===== src/rtl/matmul_loader_if.sv =====
`default_nettype none
// ============================================================================
// Module   : matmul_loader_if
// Purpose  : Element stream plus M1/M2 RAM write ports of the matrix loader.
// Revision : 1.0
// ============================================================================
interface matmul_loader_if #(
    parameter int A    = 16,
    parameter int B    = 32,
    parameter int C    = 24,
    parameter int BITS = 8
);
    localparam int M12_W = B * BITS;
    localparam int AW    = (A > 1) ? $clog2(A) : 1;
    localparam int CW    = (C > 1) ? $clog2(C) : 1;

    logic [BITS-1:0]  in_data;
    logic             in_valid;
    logic             in_ready;
    logic [AW-1:0]    m1_wr_addr;
    logic [M12_W-1:0] m1_wr_data;
    logic             m1_wr_ena;
    logic [CW-1:0]    m2_wr_addr;
    logic [M12_W-1:0] m2_wr_data;
    logic             m2_wr_ena;
    logic             load_done;

    // Upstream producer / RAM side.
    modport master (
        output in_data, in_valid,
        input  in_ready, m1_wr_addr, m1_wr_data, m1_wr_ena,
        input  m2_wr_addr, m2_wr_data, m2_wr_ena, load_done
    );

    // Loader side.
    modport slave (
        input  in_data, in_valid,
        output in_ready, m1_wr_addr, m1_wr_data, m1_wr_ena,
        output m2_wr_addr, m2_wr_data, m2_wr_ena, load_done
    );
endinterface
`default_nettype wire


===== src/rtl/matmul_loader.sv =====
`default_nettype none
// ============================================================================
// Module   : matmul_loader
// Purpose  : Packs an element stream into row words, fills M1 then M2 RAM.
// Revision : 1.0
// ============================================================================
module matmul_loader #(
    parameter int A    = 16,
    parameter int B    = 32,
    parameter int C    = 24,
    parameter int BITS = 8
) (
    input  logic clk,
    input  logic rst_n,
    input  logic clear,
    matmul_loader_if.slave bus
);
    localparam int M12_W = B * BITS;
    localparam int AW    = (A > 1) ? $clog2(A) : 1;
    localparam int CW    = (C > 1) ? $clog2(C) : 1;
    localparam int RW    = (AW > CW) ? AW : CW;
    localparam int EW    = (B > 1) ? $clog2(B) : 1;
    localparam int BUF_W = M12_W - BITS;

    typedef enum logic [1:0] {
        LOAD_M1 = 2'd0,
        LOAD_M2 = 2'd1,
        FLUSH   = 2'd2,
        DONE    = 2'd3
    } state_t;

    state_t           state_q, state_d;
    logic [EW-1:0]    elem_q, elem_d;
    logic [RW-1:0]    row_q, row_d;
    logic [BUF_W-1:0] buf_q, buf_d;
    logic [AW-1:0]    m1_addr_q, m1_addr_d;
    logic [M12_W-1:0] m1_data_q, m1_data_d;
    logic             m1_ena_q, m1_ena_d;
    logic [CW-1:0]    m2_addr_q, m2_addr_d;
    logic [M12_W-1:0] m2_data_q, m2_data_d;
    logic             m2_ena_q, m2_ena_d;
    logic             done_q, done_d;

    logic ready;
    logic accept;
    logic last_elem;

    assign ready     = ((state_q == LOAD_M1) || (state_q == LOAD_M2)) && !clear;
    assign accept    = bus.in_valid && ready;
    assign last_elem = (elem_q == EW'(B - 1));

    always_comb begin
        state_d   = state_q;
        elem_d    = elem_q;
        row_d     = row_q;
        buf_d     = buf_q;
        m1_addr_d = m1_addr_q;
        m1_data_d = m1_data_q;
        m1_ena_d  = 1'b0;
        m2_addr_d = m2_addr_q;
        m2_data_d = m2_data_q;
        m2_ena_d  = 1'b0;
        done_d    = done_q;

        if (clear) begin
            state_d = LOAD_M1;
            elem_d  = '0;
            row_d   = '0;
            done_d  = 1'b0;
        end else begin
            // Partial elements go to the assembly buffer; the final element of a
            // row bypasses it so the next row can start filling immediately.
            if (accept && !last_elem) begin
                buf_d[int'(elem_q) * BITS +: BITS] = bus.in_data;
                elem_d = elem_q + EW'(1);
            end
            case (state_q)
                LOAD_M1: begin
                    if (accept && last_elem) begin
                        elem_d    = '0;
                        m1_addr_d = row_q[AW-1:0];
                        m1_data_d = {bus.in_data, buf_q};
                        m1_ena_d  = 1'b1;
                        if (row_q == RW'(A - 1)) begin
                            row_d   = '0;
                            state_d = LOAD_M2;
                        end else begin
                            row_d = row_q + RW'(1);
                        end
                    end
                end
                LOAD_M2: begin
                    if (accept && last_elem) begin
                        elem_d    = '0;
                        m2_addr_d = row_q[CW-1:0];
                        m2_data_d = {bus.in_data, buf_q};
                        m2_ena_d  = 1'b1;
                        if (row_q == RW'(C - 1)) begin
                            row_d   = '0;
                            state_d = FLUSH;
                        end else begin
                            row_d = row_q + RW'(1);
                        end
                    end
                end
                FLUSH: begin
                    state_d = DONE;
                    done_d  = 1'b1;
                end
                default: begin
                    state_d = DONE;
                end
            endcase
        end
    end

    always_ff @(posedge clk or negedge rst_n) begin
        if (!rst_n) begin
            state_q   <= LOAD_M1;
            elem_q    <= '0;
            row_q     <= '0;
            buf_q     <= '0;
            m1_addr_q <= '0;
            m1_data_q <= '0;
            m1_ena_q  <= 1'b0;
            m2_addr_q <= '0;
            m2_data_q <= '0;
            m2_ena_q  <= 1'b0;
            done_q    <= 1'b0;
        end else begin
            state_q   <= state_d;
            elem_q    <= elem_d;
            row_q     <= row_d;
            buf_q     <= buf_d;
            m1_addr_q <= m1_addr_d;
            m1_data_q <= m1_data_d;
            m1_ena_q  <= m1_ena_d;
            m2_addr_q <= m2_addr_d;
            m2_data_q <= m2_data_d;
            m2_ena_q  <= m2_ena_d;
            done_q    <= done_d;
        end
    end

    assign bus.in_ready   = ready;
    assign bus.m1_wr_addr = m1_addr_q;
    assign bus.m1_wr_data = m1_data_q;
    assign bus.m1_wr_ena  = m1_ena_q;
    assign bus.m2_wr_addr = m2_addr_q;
    assign bus.m2_wr_data = m2_data_q;
    assign bus.m2_wr_ena  = m2_ena_q;
    assign bus.load_done  = done_q;
endmodule
`default_nettype wire


===== src/flat_wrapper.sv =====
// flat-port wrapper written by rule: the top's interface ports become plain ports
module matmul_loader_flat 
#(
    parameter int A    = 16,
    parameter int B    = 32,
    parameter int C    = 24,
    parameter int BITS = 8
)
  (clk, rst_n, clear, bus_in_data, bus_in_valid, bus_in_ready, bus_m1_wr_addr, bus_m1_wr_data, bus_m1_wr_ena, bus_m2_wr_addr, bus_m2_wr_data, bus_m2_wr_ena, bus_load_done);
  matmul_loader_if #(.A(A), .B(B), .C(C), .BITS(BITS)) bus_i ();
  input  logic clk;
  input  logic rst_n;
  input  logic clear;
  input wire logic [$bits(bus_i.in_data)-1:0] bus_in_data;
  input wire logic [$bits(bus_i.in_valid)-1:0] bus_in_valid;
  output wire logic [$bits(bus_i.in_ready)-1:0] bus_in_ready;
  output wire logic [$bits(bus_i.m1_wr_addr)-1:0] bus_m1_wr_addr;
  output wire logic [$bits(bus_i.m1_wr_data)-1:0] bus_m1_wr_data;
  output wire logic [$bits(bus_i.m1_wr_ena)-1:0] bus_m1_wr_ena;
  output wire logic [$bits(bus_i.m2_wr_addr)-1:0] bus_m2_wr_addr;
  output wire logic [$bits(bus_i.m2_wr_data)-1:0] bus_m2_wr_data;
  output wire logic [$bits(bus_i.m2_wr_ena)-1:0] bus_m2_wr_ena;
  output wire logic [$bits(bus_i.load_done)-1:0] bus_load_done;
  assign bus_i.in_data = bus_in_data;
  assign bus_i.in_valid = bus_in_valid;
  assign bus_in_ready = bus_i.in_ready;
  assign bus_m1_wr_addr = bus_i.m1_wr_addr;
  assign bus_m1_wr_data = bus_i.m1_wr_data;
  assign bus_m1_wr_ena = bus_i.m1_wr_ena;
  assign bus_m2_wr_addr = bus_i.m2_wr_addr;
  assign bus_m2_wr_data = bus_i.m2_wr_data;
  assign bus_m2_wr_ena = bus_i.m2_wr_ena;
  assign bus_load_done = bus_i.load_done;
  matmul_loader #(.A(A), .B(B), .C(C), .BITS(BITS)) u_core (.clk(clk), .rst_n(rst_n), .clear(clear), .bus(bus_i));
endmodule

===== config.mk =====
export PLATFORM = sky130hd
export DESIGN_NAME = matmul_loader_flat
export DESIGN_NICKNAME = d
export VERILOG_FILES = /design/src/rtl/matmul_loader_if.sv /design/src/rtl/matmul_loader.sv /design/src/flat_wrapper.sv
export SDC_FILE = /design/constraint.sdc
export NUM_CORES = 1
export LEC_CHECK = 0
export ABC_AREA = 1
export BUFFER_PORTS_ARGS = -buffer_cell sky130_fd_sc_hd__buf_2
export CAP_MARGIN = 20
export CORE_UTILIZATION = 52
export CTS_CLUSTER_SIZE = 16
export DETAILED_ROUTE_END_ITERATION = 10
export PLACE_DENSITY = 0.75
export REMOVE_ABC_BUFFERS = 1
export SYNTH_ARGS = -nofsm -noshare
export SYNTH_HDL_FRONTEND = slang
export SYNTH_SLANG_ARGS = --single-unit

===== constraint.sdc =====
create_clock -name clk -period 6.37 [get_ports clk]
set_clock_uncertainty 0.2 [all_clocks]
set_input_delay 0.637 -clock clk [delete_from_list [all_inputs] [get_ports clk]]
set_output_delay 0.637 -clock clk [all_outputs]
set_load 0.005 [all_outputs]

After elaboration in Yosys (flattened, before gate mapping)
Cells that the tools add are included.

word-level totals
  memories = 0
  input port bits = 12
  logic and storage cells = 66
  memory bits (read-only) = 0
  latch bits = 0
  register bits = 784
  bits in writable memories = 0
  output and inout bits = 525

cells by class
  muxes and demuxes = 24
  div/mod/pow operators = 0
  magnitude comparators = 0
  reductions and logical operators = 16
  equal/unequal tests = 9
  add/subtract/negate cells = 3
  shift-type cells = 2
  $mul = 0
  bitwise gates (word level) = 1

operators by type and width
  operator                                                count
  bitwise mux 248 bit                                     1
  variable shift 8 x 33 -> 248 bit, first input constant  1
  indexed part select 8 x 33 -> 248 bit                   1
  2-to-1 mux 5 bit                                        9
  negation 8 -> 33 bit                                    1
  != test 3 bit, second input constant                    4
  adder 5 x 1 -> 5 bit, second input constant             2
  == test 5 bit, second input constant                    2
  2-to-1 mux 2 bit                                        5
  case mux 5 bit (2 select lines)                         1
  AND reduction 3 bit                                     3
  2-to-1 mux 1 bit                                        7
  == test 5 x 4 -> 1 bit, second input constant           1
  logical AND 1 bit                                       4
  case mux 2 bit (2 select lines)                         1
  AND reduction 4 bit                                     1
  nonzero test 3 bit                                      1
  == test 2 x 1 -> 1 bit, second input constant           1
  == test 2 bit, second input constant                    1
  zero test 1 bit                                         2
  zero test 2 bit                                         1
  AND reduction 2 bit                                     1
  nonzero test 2 bit                                      1
  OR reduction 2 bit                                      1
  other kinds (2)                                         2

Longest topological paths before layout
Gate-level depths: netlist of the first run.

  depth after elaboration = 9
  depth in mapped cells = 16
  depth with buffers taken out = 14

Worst setup path before layout of the first run
No wires, ideal clock.

  path type = reg2reg
  start point = register u_core.elem_q[0]
  end point = register u_core.buf_q[206]
  slack = 3,463 ps
  cell stages (with the launch flop) = 17
  required time = 6,048 ps
  library setup time = 122 ps
  data arrival time = 2,585 ps
  buffers on the path = 3
  period minus slack after synthesis = 2,907 ps
  path through = dfrtp_1 -> inv_2 -> buf_2 -> buf_1 -> ha_1 -> inv_2 -> nor2_2 -> inv_2 -> nor2_1 -> ha_1 -> inv_1 -> nand3_1 -> nor2_4 -> nand2_1 -> buf_2 -> nand2_1 -> o21ai_1

on the way
  cells in the longest elaborated chain, start to end = 4
  elaborated cells between the ends (all ways) = 8
  classes of those cells = 1 x add/sub; 1 x eq/ne; 2 x shift; 1 x mux; 3 x reduce/logical

RTL lines
  item                                                                          RTL line              source
  start, declared                                                               matmul_loader.sv:33   logic [EW-1:0] elem_q, elem_d;
  start signal, assigned                                                        matmul_loader.sv:132  elem_q <= elem_d;
  parallel branches: the longest is 4 deep, another holds negation 8 -> 33 bit  --
  end signal, assigned                                                          matmul_loader.sv:134  buf_q <= buf_d;
  end, declared                                                                 matmul_loader.sv:35   logic [BUF_W-1:0] buf_q, buf_d;

Parallel ways; which one is timed is not known.
A chain may end at the register's enable or synchronous reset.

Worst setup path in the final report of the first run
  start point = register u_core.elem_q[0]
  end point = register u_core.buf_q[221]

The elaborated chain is that of the path after synthesis.

==> results.toml, run 1 <==
[worst_setup_path]
critical_path_class = "register to register"
worst-path-buf-inv = 2
cp-end-kind = "register"
rrSetupSlack_ns = 2.56
cpMaxStageDelayCell = "nor3_4"
cpLargestDelayFamily = "simple AND/OR/NAND/NOR gates"
r2r_cells = 10
worst_ep_arrival_time_ns = 4.08
reg2reg_from = "u_core.elem_q[0]"
max_stage_delay_ns = 0.81
crit_top_cell = "nand2_1"
crit_required_ns = 6.64
crit_chain = "inv_2, ha_1, inv_2, nor2_2, nand2_1, nand3_2, nor3_4, nand2_1, nand2_1, o21ai_1"
start_kind = "register"
cp_max_fo = 28
rr_endpoint = "u_core.buf_q[221]"

[power]
p_per_area_nw_per_um2 = 276
vdd_ir_drop_max_uv = 216
leakagePower_nw = 18.9

[worst_hold_path]
holdPathStages = 2
worstHoldStart = "clear"
hold_end = "u_core.bus.load_done"
hp-class = "primary input to register"

[cts]
cts_max_level = 3
insertion_delay_ns = 0.62
cts.repair.resized = 0
cts_root_buffer = "clkbuf_16"
tritoncts = "done"
cts_hold_buf = 1
cts_setup_buffers = 0
cts_max_path_buffers = 3
cts_buffers = 79
clkTransAtPathRegs_ns = 0.06
clock_sinks = 784

[placed_design]
gp_congestion = 0.817
dp_hpwl_um = 55900
placed_cells = 4416
placed_area_um2 = 33700
port_buffers = 536

[floorplanning]
die_h_um = 244
initial_core_util_pct = 52.8
dieWidth_um = 244
design.core.area_um2 = 57800
dieArea_um2 = 59600
rows = 88
io_pins = 537

[cells_and_area]
seqCellArea_um2 = 19600
final_nets = 3752
fill_cells = 4820
fin_area_um2 = 36200
final_cells = 4551
post-route-util_pct = 62.6
drive_gt1_share_pct = 18.8
multiInputGateArea_um2 = 8890
layout-area-overhead-vs-synth_pct = 18.7

[synthesis]
ys_ff_latch = 784
yosysUniqueCellTypes = 28
synth_edf_count = 0
synthesis.area_um2 = 30500
postSynthAreaPerCell_um2 = 9.31
ys_seq_area_share_pct = 64.3
synth_top_area_cell = "dfrtp_1"
yosysWarnings = 0
synthArstFlopShare_pct = 100
synth_cells = 3277
synthFlopType = "dfrtp_1"
synth.area.top_cells = "dfrtp_1, nand2_1, o21ai_0"
yosys.area.top_type_share_pct = 64.3

[timing]
fin_crit_ns = 3.81
rsz0062_at_grt = "false"
min_period_over_period_pct = 59.8
slew_viol_final = 0
maxSlewHeadroom_pct = 32.5
hold_violations = 0
holdWs_ns = 0.0494
setup_tns_ns = 0
fmax_mhz = 263
worst_pin_slew_ns = 1.01
setup_violations = 0

[global_route]
grt_pass1_vias = 23100
grt_pass1_wl_um = 131000
antenna_found_initial = 7
grt_overflow_total = 0
grt_usage_pct = 28.0
grt_max_degree = 209

[drt]
viasPerCell = 5.31
route.detailed.drc = 0
drtPass1Iterations = 5
first_iter_violations = 2009
ant_nets = 0
wl_um = 82800
num_vias = 24200
routedWlPerCell_um = 18.2

[job]
maxCapViolCount = 0

[status]
status = "complete, no violations"
[placed cells by master, fill, tap and decap left out, types with 2 or more instances in the layout]
cell / n
nand2_1: 1042
dfrtp_1: 784
buf_2: 535
o21ai_0: 527
inv_1: 311
nand4_1: 159
nor2_1: 92
clkbuf_16: 80
nand3_1: 78
o21ai_1: 40
clkbuf_8: 21
buf_4: 18
clkbuf_1: 13
inv_2: 7
nor2_2: 7
ha_1: 7
clkinv_2: 7
buf_12: 7
nor3_2: 5
a21oi_1: 5
inv_6: 4
clkinvlp_4: 4
a211oi_1: 3
nand2_2: 3
nor2_4: 3
nor3_4: 3
nor3_1: 3
diode_2: 2
xor2_1: 2
inv_8: 2
o22ai_1: 2
bufinv_16: 2
[where the power goes]
part | total, mW | leakage (nW) | switching, mW | internal (mW)
clock network | 4.53 | 1.23 | 1.90 | 2.62
registers | 5.02 | 11.0 | 0.0188 | 5.00
logic | 0.421 | 6.70 | 0.360 | 0.0611
total | 9.97 | 18.9 | 2.28 | 7.69
[state kept, by name, summed over array words and instances (netlist names)]
name and count:
u_core.bus.m1_wr_data 256, u_core.bus.load_done 1, u_core.bus.m2_wr_addr 5, u_core.row_q 5, u_core.elem_q 5, u_core.bus.m2_wr_ena 1
u_core.state_q 2, u_core.bus.m1_wr_addr 4, u_core.bus.m1_wr_ena 1, u_core.buf_q 248, u_core.bus.m2_wr_data 256
[per-layer routing]
metal,track usage [%],vias to the layer above,wire (um)
met1,38.8,11700,35400
met3,5.89,147,5920
li1,-,11400,-
met2,44.4,847,39200
met5,0,-,77
met4,8.99,10,2210
[area by class of cell]
| type | instances | area share [%] |
|---|---|---|
| flip-flops and latches | 784 | 54.2 |
| diodes | 2 | 0.0138 |
| multi-input cells | 1985 | 24.6 |
| clock buffers | 114 | 6.47 |
| well taps | 765 | 2.64 |
| repair buffers | 562 | 8.23 |
| inverters | 321 | 3.38 |
| clock inverters | 18 | 0.488 |
[cells by family after synthesis]
kind of cell    synth area share [%]
xor+xnor                      0.0575
fa+ha+maj                      0.287
flops                           64.3
compound gates                  9.55
simple gates                    19.2
buf+inv                         6.52
[synthesized netlist by cell type, types with 3 or more instances]
master and n:
nor3_1 4, a21oi_1 5, buf_4 6, nand4_1 159, o21ai_0 527, clkbuf_1 120, nor3_4 3, nor2_4 3
ha_1 7, nor3_2 4, nand3_1 78, dfrtp_1 784, buf_1 14, o21ai_1 40, inv_2 10, nor2_1 92
a211oi_1 3, nor2_2 7, nand2_2 3, inv_1 311, buf_2 47, nand2_1 1042
[worst max path at each step]
| stage | startpoint | end | cells after the start |
|---|---|---|---|
| after global placement | u_core.elem_q[0] | u_core.buf_q[122] | 10 |
| final | u_core.elem_q[0] | u_core.buf_q[221] | 10 |
| after detailed placement | u_core.elem_q[0] | u_core.buf_q[123] | 10 |
| after floorplan | u_core.elem_q[0] | u_core.bus.m1_wr_addr[0] | 8 |
| after CTS | u_core.elem_q[0] | u_core.buf_q[173] | 10 |
| after global routing | u_core.elem_q[0] | u_core.buf_q[122] | 9 |
[per-stage QoR]
stage	power, mW	setup WS, ns
after CTS	10.0	2.61
after floorplan	5.30	1.03
final	9.97	2.56
after global placement	5.53	2.77
after detailed placement	5.53	2.65
after global routing	10.3	2.23
Note: power is estimated with default switching activity, not from simulation.
==> inputs of run 2 (changes only) <==
--- a/config.mk
+++ b/config.mk
@@ -5,7 +5,7 @@
 export SDC_FILE = /design/constraint.sdc
 export NUM_CORES = 1
 export LEC_CHECK = 0
-export ABC_AREA = 1
+export ABC_AREA = 0
 export BUFFER_PORTS_ARGS = -buffer_cell sky130_fd_sc_hd__buf_2
 export CAP_MARGIN = 20
 export CORE_UTILIZATION = 52
==> constraint.sdc (replaced) <==
create_clock -name clk -period 3.9 [get_ports clk]
set_clock_uncertainty 0.2 [all_clocks]
set_input_delay 0.39 -clock clk [delete_from_list [all_inputs] [get_ports clk]]
set_output_delay 0.39 -clock clk [all_outputs]
set_load 0.005 [all_outputs]
==> results.toml, run 2 <==
[placed_design]
dp_hpwl_um = 56900
placed_cells = 3761
gp_congestion = 0.864
placed_area_um2 = 34000
port_buffers = 536

[timing]
fin_crit_ns = 3.74
rsz0062_at_grt = "false"
setup_violations = 0
slew_viol_final = 0
hold_violations = 0
maxSlewHeadroom_pct = 33.3
fmax_mhz = 267
worst_pin_slew_ns = 1.00
min_period_over_period_pct = 95.9

[cells_and_area]
final_nets = 3107
fin_area_um2 = 36800
final_cell_mix = "nand2_1, dfrtp_1, buf_2"
final_cells = 3915
drive_gt1_share_pct = 37.2
layout-area-overhead-vs-synth_pct = 21.4
layout_commonest_cell = "nand2_1"

[worst_hold_path]
worstHoldStart = "bus_in_data[3]"
hp-class = "primary input to register"
holdPathStages = 3
hold_end = "u_core.bus.m2_wr_data[251]"

[drt]
viasPerCell = 5.47
num_vias = 21400
wl_um = 84400
drtPass1Iterations = 5
routedWlPerCell_um = 21.6
route.detailed.drc = 0
first_iter_violations = 1409
ant_nets = 0

[floorplanning]
dieArea_um2 = 59200
die_h_um = 243
dieWidth_um = 243
io_pins = 537
initial_core_util_pct = 52.6
design.core.area_um2 = 57600
rows = 88

[synthesis]
yosys-top-cells-count = "nand2_1, dfrtp_1, mux2_2, o21ai_0, clkbuf_1"
synth-simple-area-share_pct = 13.5
postSynthAreaPerCell_um2 = 11.9
synth_compound_area_share_pct = 2.68
synthAdderAreaFrac_pct = 0.289
synth_edf_count = 0
synth_cells = 2535
synthArstFlopShare_pct = 100
synthMuxAreaShare_pct = 16.1
synth.area.top_cells = "dfrtp_1, mux2_2, nand2_1"
yosys.area.top_type_share_pct = 64.8
yosysWarnings = 0
ys_seq_area_share_pct = 64.8
synth_top_area_cell = "dfrtp_1"
synth_xor_area_share_pct = 0.141
ys_ff_latch = 784
synth_top_family_by_area = "multiplexers"
synthesis.area_um2 = 30300
yosysMostFrequentCell = "nand2_1"
synthFlopType = "dfrtp_1"
yosysUniqueCellTypes = 51

[power]
vdd_ir_drop_max_uv = 358
p_int_mw = 12.8
swShare_pct = 22.3
power_frac_clock_pct = 46.6
p_per_area_nw_per_um2 = 448
leakagePower_nw = 20.8
combPwrFrac_pct = 3.2
p_sw_mw = 3.68
p_seq_share_pct = 50.2

[cts]
cts_max_path_buffers = 3
cts_max_level = 3
clock_sinks = 784
clkTransAtPathRegs_ns = 0.06
tritoncts = "done"
insertion_delay_ns = 0.62
cts_buffers = 80
cts_root_buffer = "clkbuf_16"

[worst_setup_path]
r2r_cells = 11
critical_path_class = "register to register"
rr_endpoint = "u_core.buf_q[100]"
crit_required_ns = 4.20
start_kind = "register"
reg2reg_from = "u_core.elem_q[1]"
cp_max_fo = 9
cp-end-kind = "register"
rrSetupSlack_ns = 0.16
worst_ep_arrival_time_ns = 4.04

[global_route]
antenna_found_initial = 1
grt_max_degree = 115
grt_overflow_total = 0
grt_usage_pct = 28.8
grt_pass1_vias = 21900
grt_pass1_wl_um = 131000

[status]
status = "complete, no violations"

[job]
maxCapViolCount = 0
-- run 2: layout make-up --
class                           count  area [um2]
Antenna cell                        1        2.50
Clock buffer                      109        2270
Clock inverter                     34         369
Fill cell                        4322       20800
Inverter                           43         169
Multi-Input combinational cell   1576        9980
Sequential cell                   784       19600
Tap cell                          765         957
Timing Repair Buffer              603        3380
-- run 2: per-stage QoR --
step / power (mW) / setup TNS, ns / setup slack (ns) / util (%) / hold slack (ns)
floorplan: 8.57 / -4751.23 / -10.06 / - / -0.106
global placement: 8.92 / 0 / 0.0848 / 59.0 / 0.252
detailed placement: 8.94 / -0.476 / -0.0701 / 59.0 / 0.256
CTS: 16.6 / -0.194 / -0.0376 / 63.7 / 0.0711
global route: 17.0 / 0 / 0.00168 / 63.8 / 0.127
finish: 16.5 / 0 / 0.160 / 63.8 / 0.0960
-- run 2: cell families after synthesis --
family	after synthesis
adders and majority gates	7
AOI/OAI and AO/OA	151
buffers and inverters	175
xor gates and xnor gates	4
muxes	434
and+or+nand+nor	980
DFF	784
-- run 2: repair_timing --
item                                    in CTS  in global routing
endpoints found under the hold margin       74                  0
hold buffers                                 2                  0
buffers inserted                             2                  5
endpoints found under the setup margin      18                 97
gates resized for setup                      0                  3
pin swaps                                    1                  2
-- run 2: routing by layer --
| metal | GRT usage [%] | vias up | routed length, um |
|---|---|---|---|
| met3 | 5.27 | 185 | 5180 |
| li1 | - | 9465 | - |
| met1 | 38.4 | 11000 | 34700 |
| met2 | 47.0 | 735 | 41600 |
| met5 | 0 | - | 13 |
| met4 | 10.7 | 2 | 2900 |
-- run 2: worst max path at each step --
| stage | startpoint | end | slack, ns | cells past startpoint |
|---|---|---|---|---|
| 2_1_floorplan | u_core.elem_q[0] | u_core.bus.m1_wr_addr[0] | -10.06 | 6 |
| 3_3_place_gp | u_core.elem_q[1] | u_core.buf_q[96] | 0.08 | 10 |
| 3_5_place_dp | u_core.elem_q[1] | u_core.buf_q[100] | -0.07 | 10 |
| 4_1_cts | u_core.elem_q[1] | u_core.buf_q[178] | -0.04 | 9 |
| 5_1_grt | u_core.elem_q[1] | u_core.buf_q[100] | 0.002 | 11 |
| 6_report | u_core.elem_q[1] | u_core.buf_q[100] | 0.16 | 11 |
-- run 2: critical path: stages, from the launching register on --
cell,delay [ns]
dfrtp_1,0.53
inv_1,0.09
ha_1,0.30
nand2b_1,0.24
nor2_1,0.08
ha_1,0.24
or4b_4,0.56
nor3b_4,0.35
nand2b_2,0.18
nor4_4,0.30
buf_4,0.20
mux2_2,0.35
-- run 2: power by group through the flow --
| stage | Sequential [mW] | Clock [mW] | Combinational (mW) |
|---|---|---|---|
| global placement | 8.41 | 0 | 0.510 |
| CTS | 8.26 | 7.81 | 0.529 |
| detailed placement | 8.41 | 0 | 0.526 |
| floorplan | 8.39 | 0 | 0.176 |
| global route | 8.27 | 8.14 | 0.584 |
| finish | 8.27 | 7.68 | 0.525 |
